### src/rtl/txarbiter.sv
// txarbiter: round-robin arbiter feeding one shared serial word transmitter.
// Define TXARB_OVERRUN_EN to add sticky per-requester overrun flags (o_overrun).
module txarbiter #(
  parameter int NREQ = 4
) (
  input  logic                i_clk,
  input  logic                i_reset_n,
  input  logic [NREQ-1:0]     i_stb,
  input  logic [32*NREQ-1:0]  i_data,
  output logic [NREQ-1:0]     o_busy,
  output logic                o_tx_stb,
  output logic [31:0]         o_tx_data,
  input  logic                i_tx_busy,
  output logic [NREQ-1:0]     o_grant
`ifdef TXARB_OVERRUN_EN
  ,
  output logic [NREQ-1:0]     o_overrun
`endif
);

  localparam int IW = (NREQ > 1) ? $clog2(NREQ) : 1;

  typedef enum logic [1:0] {
    IDLE,
    SEND,
    WAIT
  } state_t;

  state_t        state_q;
  state_t        state_d;
  logic [31:0]   slot_q [NREQ];
  logic [IW-1:0] last_q;
  logic [IW-1:0] win;
  logic [IW-1:0] cand;
  logic          found;
  logic          pick;
  logic [NREQ-1:0] grant_d;

  // First full slot after the last winner, wrapping around
  always_comb begin
    win   = last_q;
    cand  = last_q;
    found = 1'b0;
    for (int k = 1; k <= NREQ; k++) begin
      cand = IW'((int'(last_q) + k) % NREQ);
      if (!found && o_busy[cand]) begin
        found = 1'b1;
        win   = cand;
      end
    end
  end

  always_comb begin
    grant_d      = '0;
    grant_d[win] = 1'b1;
  end

  always_comb begin
    state_d = state_q;
    pick    = 1'b0;
    unique case (state_q)
      IDLE: begin
        if (found && !i_tx_busy) begin
          pick    = 1'b1;
          state_d = SEND;
        end
      end
      SEND: state_d = WAIT;
      WAIT: begin
        if (!i_tx_busy) state_d = IDLE;
      end
      default: state_d = IDLE;
    endcase
  end

  assign o_tx_stb = (state_q == SEND);

  always_ff @(posedge i_clk) begin
    if (!i_reset_n) begin
      state_q   <= IDLE;
      o_busy    <= '0;
      o_tx_data <= '0;
      o_grant   <= '0;
      last_q    <= IW'(NREQ - 1);
    end else begin
      state_q <= state_d;
      // last_q names the winner throughout SEND, so it selects the slot to free
      for (int i = 0; i < NREQ; i++) begin
        if (state_q == SEND && last_q == IW'(i)) begin
          o_busy[i] <= 1'b0;
        end else if (i_stb[i] && !o_busy[i]) begin
          o_busy[i] <= 1'b1;
        end
      end
      if (pick) begin
        last_q    <= win;
        o_tx_data <= slot_q[win];
        o_grant   <= grant_d;
      end else if (state_q == WAIT && !i_tx_busy) begin
        o_grant <= '0;
      end
    end
  end

  // Slot payload needs no reset: o_busy alone says whether it is valid
  always_ff @(posedge i_clk) begin
    for (int i = 0; i < NREQ; i++) begin
      if (i_stb[i] && !o_busy[i]) slot_q[i] <= i_data[32*i +: 32];
    end
  end

`ifdef TXARB_OVERRUN_EN
  always_ff @(posedge i_clk) begin
    if (!i_reset_n) o_overrun <= '0;
    else            o_overrun <= o_overrun | (i_stb & o_busy);
  end
`endif

endmodule

### config.mk
export PLATFORM = sky130hd
export DESIGN_NAME = txarbiter
export DESIGN_NICKNAME = d
export VERILOG_FILES = /design/src/rtl/txarbiter.sv
export SDC_FILE = /design/constraint.sdc
export NUM_CORES = 1
export LEC_CHECK = 0
export ABC_CLOCK_PERIOD_IN_PS = 2810
export CORE_MARGIN = 5
export CORE_UTILIZATION = 43
export CTS_BUF_LIST = sky130_fd_sc_hd__clkbuf_16
export DETAILED_ROUTE_END_ITERATION = 7
export PLACE_DENSITY = 0.76
export SYNTH_ARGS = -nofsm -noshare
export SYNTH_HDL_FRONTEND = slang
export SYNTH_SLANG_ARGS = --single-unit
### constraint.sdc
create_clock -name i_clk -period 2.81 [get_ports i_clk]
set_clock_uncertainty 0.1 [all_clocks]
set_input_delay 0.4215 -clock i_clk [delete_from_list [all_inputs] [get_ports i_clk]]
set_output_delay 0.4215 -clock i_clk [all_outputs]
set_load 0.005 [all_outputs]
# After elaboration in Yosys (flattened, before gate mapping)
# Memory sizes are Yosys's and may differ from the RTL's. A register that Yosys moved wholly into a read port is not among the register bits.
# Index checks and enable logic that the tools add are counted.
# word_totals
regBits	12
mem_bits_rw	128
n_memories	1
word_cells	90
# memory_table
memory	depth	word_bits	read_ports	rd_clocked_by_memory_dff	write_ports	line	text
slot_q	4	32	1	1	4	31	logic [31:0] slot_q [NREQ];
# classes
n_mux	33
reduce_logical	31
magnitude_cmp	6
n_eq_ne	7
n_bitwise	1
n_addsub	4
# ops
cell	count
1-bit two-way mux	19
2-bit by 3-bit < comparator with 1-bit output (second input constant)	5
1-bit logical AND	14
2-bit two-way mux	6
1-bit logical NOT	9
1-bit binary-select mux with 2-bit select	4
4-bit two-way mux	2
2-bit OR reduction	4
2-bit equality test (second input constant)	3
2-bit case mux with 3 select lines	1
2-bit by 1-bit adder with 2-bit output (second input constant)	2
2-bit adder (second input constant)	2
2-bit by 1-bit equality test with 1-bit output (second input constant)	2
2-bit logical NOT	2
2-bit inequality test (second input constant)	2
1-bit demux with 2-bit select	1
2-bit by 1-bit >= comparator with 1-bit output (second input constant)	1
2-bit AND reduction	1
2-bit nonzero test	1
1-bit NOT	1

# Depth between registers and ports, before layout
# Gate-level depths: netlist of run 1.
# logic_depth
word_depth	18
depth_mapped	11

# Worst setup path after synthesis of run 1
# Ideal clock, no wire load.
# synth_path
path_type	reg2reg
startpoint	register last_q[0]
endpoint	register o_tx_data[26], read port of slot_q
path_buffers	3
setup_time_ps	138
t_arrival_ps	2655
path_stages_with_launch	11
slack_ps	-82
cell_sequence	dfxtp_1 buf_4 inv_1 ha_1 mux4_2 nor2b_4 xnor2_4 buf_6 buf_6 mux2i_1 o221ai_1
# synth_between
elab_chain_cells	16
word_cells_on_any_way	29
cone_classes	4 x add/sub; 18 x mux; 7 x reduce/logical
# synth_lines
element	line	text
start: declaration	32	logic [IW-1:0] last_q;
start signal: assignment	84	last_q <= IW'(NREQ - 1);
start signal: assignment	96	last_q <= win;
2-bit by 1-bit adder with 2-bit output	45	cand = IW'((int'(last_q) + k) % NREQ);
1-bit binary-select mux with 2-bit select	46	if (!found && o_busy[cand]) begin
1-bit two-way mux (not written as such)	46	
1-bit two-way mux	46	
1-bit logical NOT	46	
1-bit logical AND	46	
1-bit two-way mux	46	
1-bit logical NOT	46	
1-bit logical AND	46	
1-bit two-way mux	46	
1-bit logical NOT	46	
1-bit logical AND	46	
1-bit two-way mux	46	
1-bit logical AND	63	if (found && !i_tx_busy) begin
1-bit two-way mux	63	
1-bit two-way mux	61	unique case (state_q)
end: declaration	12	output logic [31:0] o_tx_data,
# Several ways; a longest one is shown, not always the timed one. The select of a mux whose other input is x is not followed.
# A chain may end at the register's enable or synchronous reset.

# Final worst setup path of run 1
# layout_path
startpoint	register last_q[0]
endpoint	register o_tx_data[25], read port of slot_q
# The elaborated chain is that of the path after synthesis.

==> results.txt, run 1 <==
Finished Cell Area: 0.00925 sq mm
Share of synthesized area occupied by flip-flops and latches: 74.1%
Area share of the leading cell type in the synthesized netlist: 60.3%
Clock insertion delay at the later pin of the skew report: 420 ps
Worst hold path type: flop to flop
Final estimated routing congestion in global placement: 0.744
Total global routing track utilization: 17.9%
Number of synthesized flops with an enable pin: 128
Htree depth: 4
Clock slew at the register clock pins of the worst setup and hold paths: 60 ps
Cells taking the most area after synthesis: edfxtp_1, dfxtp_1, mux2i_1
Average footprint of a synthesized cell: 16.7 sq um
Port-buffer cells: 175
Total Wirelength: 16900 microns
Routed wire per std cell: 21.5 microns
Die Span Y: 132 microns
Worst setup path endpoint: o_tx_data[25]
Final net count: 727
Horizontal die dimension: 132 microns
Outcome: complete, but fails checks
DR pass1 iterations: 5
Remaining antenna violation count after routing: 0
Setup WS pre-CTS: 74.9 ps
Final-report max-slew violation count: 0
Data arrival time of the critical path: 3050 ps
Final Instance Count excl. Fillers: 785
Synth area leader: edfxtp_1
Startpoint Class: flop
Syn-to-layout area delta: 45.0%
Worst R2R Setup Slack: -60 ps
Number of global-route vias before repair: 4437
Worst rel slew slack: 40.6%
Instance count along the most critical hold path: 2
Bufs on Longest Clock Path: 2
Effective utilization at floorplan: 43.9%
Transition time at the pin with the least slew margin: 889 ps
Failing checks: setup timing
Critical-path cell with the highest stage delay: mux4_2
Total number of clock tree sinks: 172
Maximum number of pins on one net before global-route repair: 33
Data required time at the worst endpoint: 2990 ps
Met2 track demand over resource: 31.5%
RSZ-0062 raised after global routing: true
Hold Fails Final Rpt: 0
Post-route clock period utilization: 102%
Vias after detailed routing: 4166
Core Region: 0.0145 sq mm
Shortest period the worst path allows: 2870 ps
Cell area after synthesis: 0.00638 sq mm
Number of standard-cell rows in the floorplan: 44
GR Util met1: 21.4%
Total power divided by cell area: 777 mW/mm^2
Share of cells above drive strength 1: 12.5%
Number of instances in the synthesized netlist: 382
Cell at the root of the clock tree: clkbuf_16
Number of synthesized register bits: 172
PnR Total Power: 7.19 mW
Final routed DRC violation total: 0
Initial antenna violation count: 0
Capture instance of the worst register-to-register path: o_tx_data[25]
Highest fanout seen on the critical path: 8
Max-cap violation count: 0
Class of the most critical setup path: flop to flop
Cells along the critical path: clkinvlp_4 -> ha_4 -> mux4_2 -> nor2b_4 -> buf_12 -> xnor2_4 -> buf_6 -> mux2i_1 -> o221ai_1
Worst hold-check slack: 357 ps
Worst setup margin: -59.4 ps
Detailed Route Iter0 Violations: 284
Total placed cells including tap cells: 737
Cell area after placement: 0.00844 sq mm
Area of the die: 0.0174 sq mm
Async SR Flop Fraction: 0%
First-pass GRT wire length: 23900 microns
Number of synthesis warnings: 0
Largest vdd supply drop: 450 uV
Worst R2R Path Depth: 9
Reg-to-reg startpoint: last_q[0]
Dominant synthesized flop cell: edfxtp_1
Max Fclk: 348 MHz
Number of endpoints failing setup at the final stage: 25
Clock buffer count from CTS: 17
Static leakage: 3.42 nW
Unique masters post-synth: 32
Count of boundary I/O pins: 176
Post-detail-place hpwl: 10600 microns
Most heavily used metal layer in global routing: met2
Remaining global-route overflow: 0
Biggest cell delay along the critical path: 540 ps
Worst setup path startpoint: last_q[0]
TritonCTS clock tree: built
Met3 Usage GRT: 5.42%
Antenna diode count: 0
Net count after synthesis: 521
Vias per Instance: 5.31
Endpoint type of the worst setup path: flop
## cells in the final DEF, fill, tap and decap left out, drive strengths merged, types with 2 or more instances in the layout
master,synthesis,layout
clkdlybuf4s50,0,175
edfxtp,128,128
mux2i,66,66
dfxtp,44,44
nand2,35,35
o221ai,32,32
buf,12,25
clkbuf,7,21
inv,9,11
nor2b,9,9
clkinv,0,9
o22ai,5,5
a21oi,5,5
o21ai,4,4
nor2,4,4
ha,4,4
xnor2,2,4
clkinvlp,0,3
mux4,3,3
o211ai,2,2
## layer usage
metal	wire length, microns	part of all wire, %	vias up
li1	-	-	1905
met1	6650	39	2038
met2	8860	52	205
met3	1220	7.2	18
met4	189	1.1	0
met5	0	0	-
## cells by family (layout without fill, tap and decap cells)
| family | Yosys count | count (layout) | synth area share, % |
|---|---|---|---|
| DFF | 172 | 172 | 74.1 |
| muxes | 70 | 70 | 11.6 |
| AOI/OAI and AO/OA | 53 | 53 | 6.43 |
| and+or+nand+nor | 53 | 53 | 3.94 |
| buffers and inverters | 28 | 245 | 2.61 |
| adders and majority gates | 4 | 4 | 0.785 |
| xor gates and xnor gates | 2 | 4 | 0.569 |
## where the power goes
group	internal, mW	switching (mW)	leakage (nW)
clock network	1.20	0.927	0.265
logic	1.10	0.857	1.57
registers	2.99	0.118	1.58
total	5.29	1.90	3.42
## timing repair
item                                   in CTS  in global routing
hold buffers                                0                  0
setup endpoints to repair                   0                 11
endpoints found under the hold margin       0                  0
gates resized for setup                     0                  9
buffers inserted                            0                  8
## sequential cells by signal (all words and copies together), names as in the netlist
name and count:
slot_q 128, o_grant 4, last_q 2, o_busy 4, state_q 2, o_tx_data 32
## worst max-delay path, delay by kind of cell (launching register included)
family | cells | cell delay [ps]
mux | 2 | 750
buf+inv | 3 | 570
flops | 1 | 360
fa+ha+maj | 1 | 350
simple gates | 1 | 260
xor+xnor | 1 | 190
compound gates | 1 | 140
## cell type report
class | count | area, sq um
fill | 1060 | 5280
sequential | 172 | 4730
timing repair buffer | 204 | 2110
multi-input combinational | 184 | 1610
clock buffer | 17 | 425
tap | 184 | 230
clock inverter | 15 | 109
inverter | 9 | 37.5
## worst min path at each step
stage	start	endpoint	slack, ps
6_report	o_tx_data[6]	o_tx_data[6]	360
4_1_cts	o_tx_data[6]	o_tx_data[6]	360
3_3_place_gp	o_tx_data[8]	o_tx_data[8]	350
2_1_floorplan	o_grant[0]	o_grant[0]	350
5_1_grt	o_grant[3]	o_grant[3]	390
3_5_place_dp	o_tx_data[6]	o_tx_data[6]	350
## metrics by stage
step	util (%)	setup TNS [ps]
after detailed placement	58.1	0
final	63.7	-506
after global routing	63.7	-3570
after global placement	58.1	0
after floorplan	-	0
after CTS	61.8	0
## cells in the mapped netlist (2+ instances only)
master and number:
o211ai_1 2, edfxtp_1 128, nand2_1 35, mux2i_1 66, o221ai_1 32, clkbuf_1 7, o21ai_0 4, o22ai_1 5
ha_1 4, buf_6 7, nor2_1 4, buf_2 4, nor2b_1 8, inv_1 9, dfxtp_1 44, mux4_2 3
a21oi_1 5
Note: power is estimated with default switching activity, not from simulation.
==> run 2, diff against run 1 <==
CORE_MARGIN = 3   (was 5)
==> results.txt, run 2 (synthesis results as in run 1) <==
Most frequent standard cell in the layout excluding fill and tap cells: clkdlybuf4s50_1
Clock insertion delay at the later pin of the skew report: 430 ps (about the same)
DR pass1 iterations: 5 (unchanged)
Port-buffer cells: 175 (unchanged)
Number of global-route vias before repair: 4424 (-0.29%)
Htree depth: 4 (unchanged)
Critical-path cell with the highest stage delay: mux4_2
Count of hold-fix buffers inserted at cts: 0 (unchanged)
Class of the most critical setup path: flop to flop
Area of the die: 0.0163 sq mm (-6.0%)
Cts repair resizes: 0 (unchanged)
Net switching power: 1.78 mW (-6.4%)
Data required time at the worst endpoint: 3000 ps (about the same)
Die Span Y: 128 microns (-3.0%)
Power Internal: 5.35 mW (+1.1%)
Static leakage: 3.37 nW (-1.5%)
Final net count: 713 (-1.9%)
Cell at the root of the clock tree: clkbuf_16
Sequential Power Share: 43.6% (+0.4 points)
Number of endpoints failing setup at the final stage: 0 (-100%)
Data arrival time of the critical path: 2840 ps (-210 ps)
Largest vdd supply drop: 521 uV (+16%)
Shortest period the worst path allows: 2650 ps (-219 ps)
Antenna diode count: 0 (unchanged)
Post CTS Setup Buffer Count: 0 (unchanged)
Routed wire per std cell: 20.5 microns (-5.1%)
Count of boundary I/O pins: 176 (unchanged)
Max-cap violation count: 0 (unchanged)
Horizontal die dimension: 128 microns (-3.0%)
Largest registers ranked by flip-flop count: slot_q: 128 flops, o_tx_data: 32 flops
Outcome: completed
RSZ-0062 raised after global routing: false
Highest fanout seen on the critical path: 24 (+16)
Share of power burned in combinational logic: 22.8% (-4.4 points)
Post-route clock period utilization: 94.3% (-7.8 points)
Final estimated routing congestion in global placement: 0.797 (+7.1%)
Fraction of power spent switching nets: 25.0% (-1.5 points)
Post-detail-place hpwl: 10300 microns (-3.6%)
Total global routing track utilization: 19.4% (+1.5 points)
Total Wirelength: 15700 microns (-7.3%)
Effective utilization at floorplan: 44.9% (+1.0 points)
Worst rel slew slack: 62.0% (+21 points)
Worst hold path type: flop to flop
Buf/Inv on CP: 2 (-1)
Syn-to-layout area delta: 42.2%
Bufs on Longest Clock Path: 2 (unchanged)
Worst hold-check slack: 364 ps (+6.59 ps)
Highest-count cells in the layout ignoring fill and taps: clkdlybuf4s50_1, edfxtp_1, mux2i_1, dfxtp_1, nand2_1
Clock buffer count from CTS: 17 (unchanged)
Maximum number of pins on one net before global-route repair: 33 (unchanged)
Final routed DRC violation total: 0 (unchanged)
Biggest cell delay along the critical path: 540 ps (about the same)
Remaining antenna violation count after routing: 0 (unchanged)
Cell class contributing the biggest share of worst-path delay: multiplexers
Clock slew at the register clock pins of the worst setup and hold paths: 60 ps (about the same)
First-pass GRT wire length: 23700 microns (-0.69%)
Total number of clock tree sinks: 172 (unchanged)
Core Region: 0.0142 sq mm (-2.3%)
Vias after detailed routing: 4003 (-3.9%)
Remaining global-route overflow: 0 (unchanged)
Largest register FFs: 128 (unchanged)
Most flop-heavy register: slot_q
Initial antenna violation count: 0 (unchanged)
Cells along the critical path: inv_1 -> ha_4 -> mux4_2 -> nor2b_4 -> xnor2_4 -> buf_12 -> mux2i_1 -> o221ai_1
Number of standard-cell rows in the floorplan: 43 (-2.3%)
Detailed Route Iter0 Violations: 318 (+12%)
TritonCTS clock tree: built
Max Fclk: 377 MHz (+8.3%)
Final-report max-slew violation count: 0 (unchanged)
Sum of negative setup slack: 0 ps (+506 ps)
Total power divided by cell area: 786 mW/mm^2 (+1.1%)
Clock group share of total power: 33.6% (+4.1 points)
Transition time at the pin with the least slew margin: 569 ps (-320 ps)
Endpoint type of the worst setup path: flop
Hold Fails Final Rpt: 0 (unchanged)
Startpoint Class: flop
Share of cells above drive strength 1: 9.88% (-2.6 points)
Vias per Instance: 5.22 (-1.7%)
-- run 2: worst paths after layout --
path | from | end | slack (ps) | cells past startpoint
setup / recovery | last_q[0] | o_tx_data[1] | 160 | 8
hold / removal | o_tx_data[21] | o_tx_data[21] | 360 | 2
hold reg to reg | o_tx_data[21] | o_tx_data[21] | 360 | 2
setup reg to reg | last_q[0] | o_tx_data[1] | 160 | 8
-- run 2: layout make-up --
class / instances / area (sq um)
fillers: 1037 / 5130
flip-flops and latches: 172 / 4730
repair buffers: 192 / 1930
multi-input cells: 182 / 1530
clock buffers: 20 / 500
well taps: 180 / 225
clock inverters: 12 / 116
inverters: 9 / 33.8
-- run 2: worst reg2reg max path, cell delays in order, from the launching register on --
cell	delay (ps)
dfxtp_2	330
inv_1	130
ha_4	330
mux4_2	540
nor2b_4	200
xnor2_4	220
buf_12	260
mux2i_1	270
o221ai_1	150
-- run 2: stage by stage --
step	area (sq um)	power, mW	setup slack [ps]	std cells	util, %
global route	9070	7.42	29.7	767	63.8
finish	9070	7.13	159	767	63.8
detailed placement	8430	4.74	190	734	59.3
floorplan	6390	4.05	65.6	382	-
CTS	9040	7.14	124	766	63.7
global placement	8430	4.69	268	734	59.3
-- run 2: metal layers --
layer / GRT usage, % / part of all wire, % / vias up / routed length [microns]
li1: - / - / 1870 / -
met1: 22.9 / 39 / 1955 / 6200
met2: 33.6 / 52 / 167 / 8210
met3: 6.00 / 7.3 / 11 / 1140
met4: 6.37 / 0.92 / 0 / 144
met5: 0 / 0 / - / 0
-- run 2: power by group through the flow --
stage / Combinational, mW / Sequential [mW] / Clock [mW]
5_1_grt: 1.74 / 3.13 / 2.54
3_5_place_dp: 1.58 / 3.16 / 0
3_3_place_gp: 1.54 / 3.15 / 0
2_1_floorplan: 0.903 / 3.15 / 0
6_report: 1.63 / 3.11 / 2.39
4_1_cts: 1.60 / 3.11 / 2.44
==> variant: new RTL, config.mk and constraints of run 1 <==
Set the parameter `NREQ` to 2 (it was 4).
--- a/src/rtl/txarbiter.sv
+++ b/src/rtl/txarbiter.sv
@@ -2,5 +2,5 @@
 // Define TXARB_OVERRUN_EN to add sticky per-requester overrun flags (o_overrun).
 module txarbiter #(
-  parameter int NREQ = 4
+  parameter int NREQ = 2
 ) (
   input  logic                i_clk,
Interface: changed (resized i_data, i_stb, o_busy and o_grant); port bits go from 176 to 106. The function was not compared with the original's and may differ.
==> variant against run 1 <==
  * Wire length decreased by 45%
  * First-iteration DRC count decreased by 65%
  * Cell area fell by 41%
  * Die area fell by 35%
  * Area after synthesis shrank 37%
  * Power decreased by 52%
  * Synthesized cell count is 25% lower
  * Worst setup slack improved by 0.75 ns
  * Count of clock-buffer cells in the layout fell by 8
  * Sequential cell count fell by 69
  * Largest cell class unchanged
==> variant: results <==
routing:
  wl_met1_um: 3520
  drt-initial-drc-count: 98
  routed_wl_um: 9360
  wl_met3_um: 421
pwr:
  p_int_mw: 2.68
  ir_worst_vdd_v: 0.000408
  pg_comb_mw: 0.523
  leakagePower_nw: 1.78
final_layout:
  nFillCells: 746
  nets: 452
  drive_gt1_share_pct: 14.9
sta:
  tightestPinTransition_ns: 0.906
logic_synthesis:
  syn-num-nets: 355
  yosys-top-cells-count: "64 x edfxtp_1, 39 x dfxtp_1, 36 x a21oi_1"
  synthDistinctLibCells: 29
  yosysSeqAreaShare_pct: 67.7
  synth-compound-area-share_pct: 21.6
  synth_edf_count: 64
  synthAdderAreaFrac_pct: 0
  muxShareOfSynthArea_pct: 0
critical_path:
  reg2reg_depth: 3
  regToRegSetupSlack_ns: 0.70
  crit_arrival_ns: 2.19
global_routing:
  grt_pass1_wl_um: 14600
  met2_usage_pct: 30.3
  grt_use_met1_pct: 18.5
  grt_pass1_vias: 2889
  grtUsageTotal_pct: 16.5
  met3_usage_pct: 3.64
  grt_start_max_net_pins: 35
clock_network:
  cts_buffers: 9
  cts_max_level: 3
placed_design:
  place_congestion: 0.803
  hpwl_um: 6400
  portBuffers: 105
hold_path:
  hp-start: "o_grant[1]$_SDFFE_PN0P_"
status:
  status: "completed"
## variant: final cells by class
type | instances | area, um2 | share of cell area [%]
Multi-Input combinational cell | 153 | 1130 | 20.9
Sequential cell | 103 | 2700 | 49.9
Timing Repair Buffer | 114 | 1140 | 21.1
Clock inverter | 7 | 66.3 | 1.22
Clock buffer | 9 | 225 | 4.16
Tap cell | 111 | 139 | 2.56
Inverter | 2 | 7.51 | 0.139
## variant: per-stage QoR
stage	cell area, um2	util, %	setup slack [ns]	instances	hold slack, ns
after floorplan	3990	-	0.416	286	0.365
after global placement	5130	56.0	0.758	483	0.379
after detailed placement	5130	56.0	0.697	483	0.381
after CTS	5420	59.2	0.694	499	0.396
after global routing	5420	59.2	0.516	499	0.442
final	5420	59.2	0.695	499	0.387
## variant: critical path, cell delays in order, from the launching register on
cell and delay (ns):
dfxtp_1 0.46, or2_1 0.57, and2_4 0.64, a311oi_2 0.19
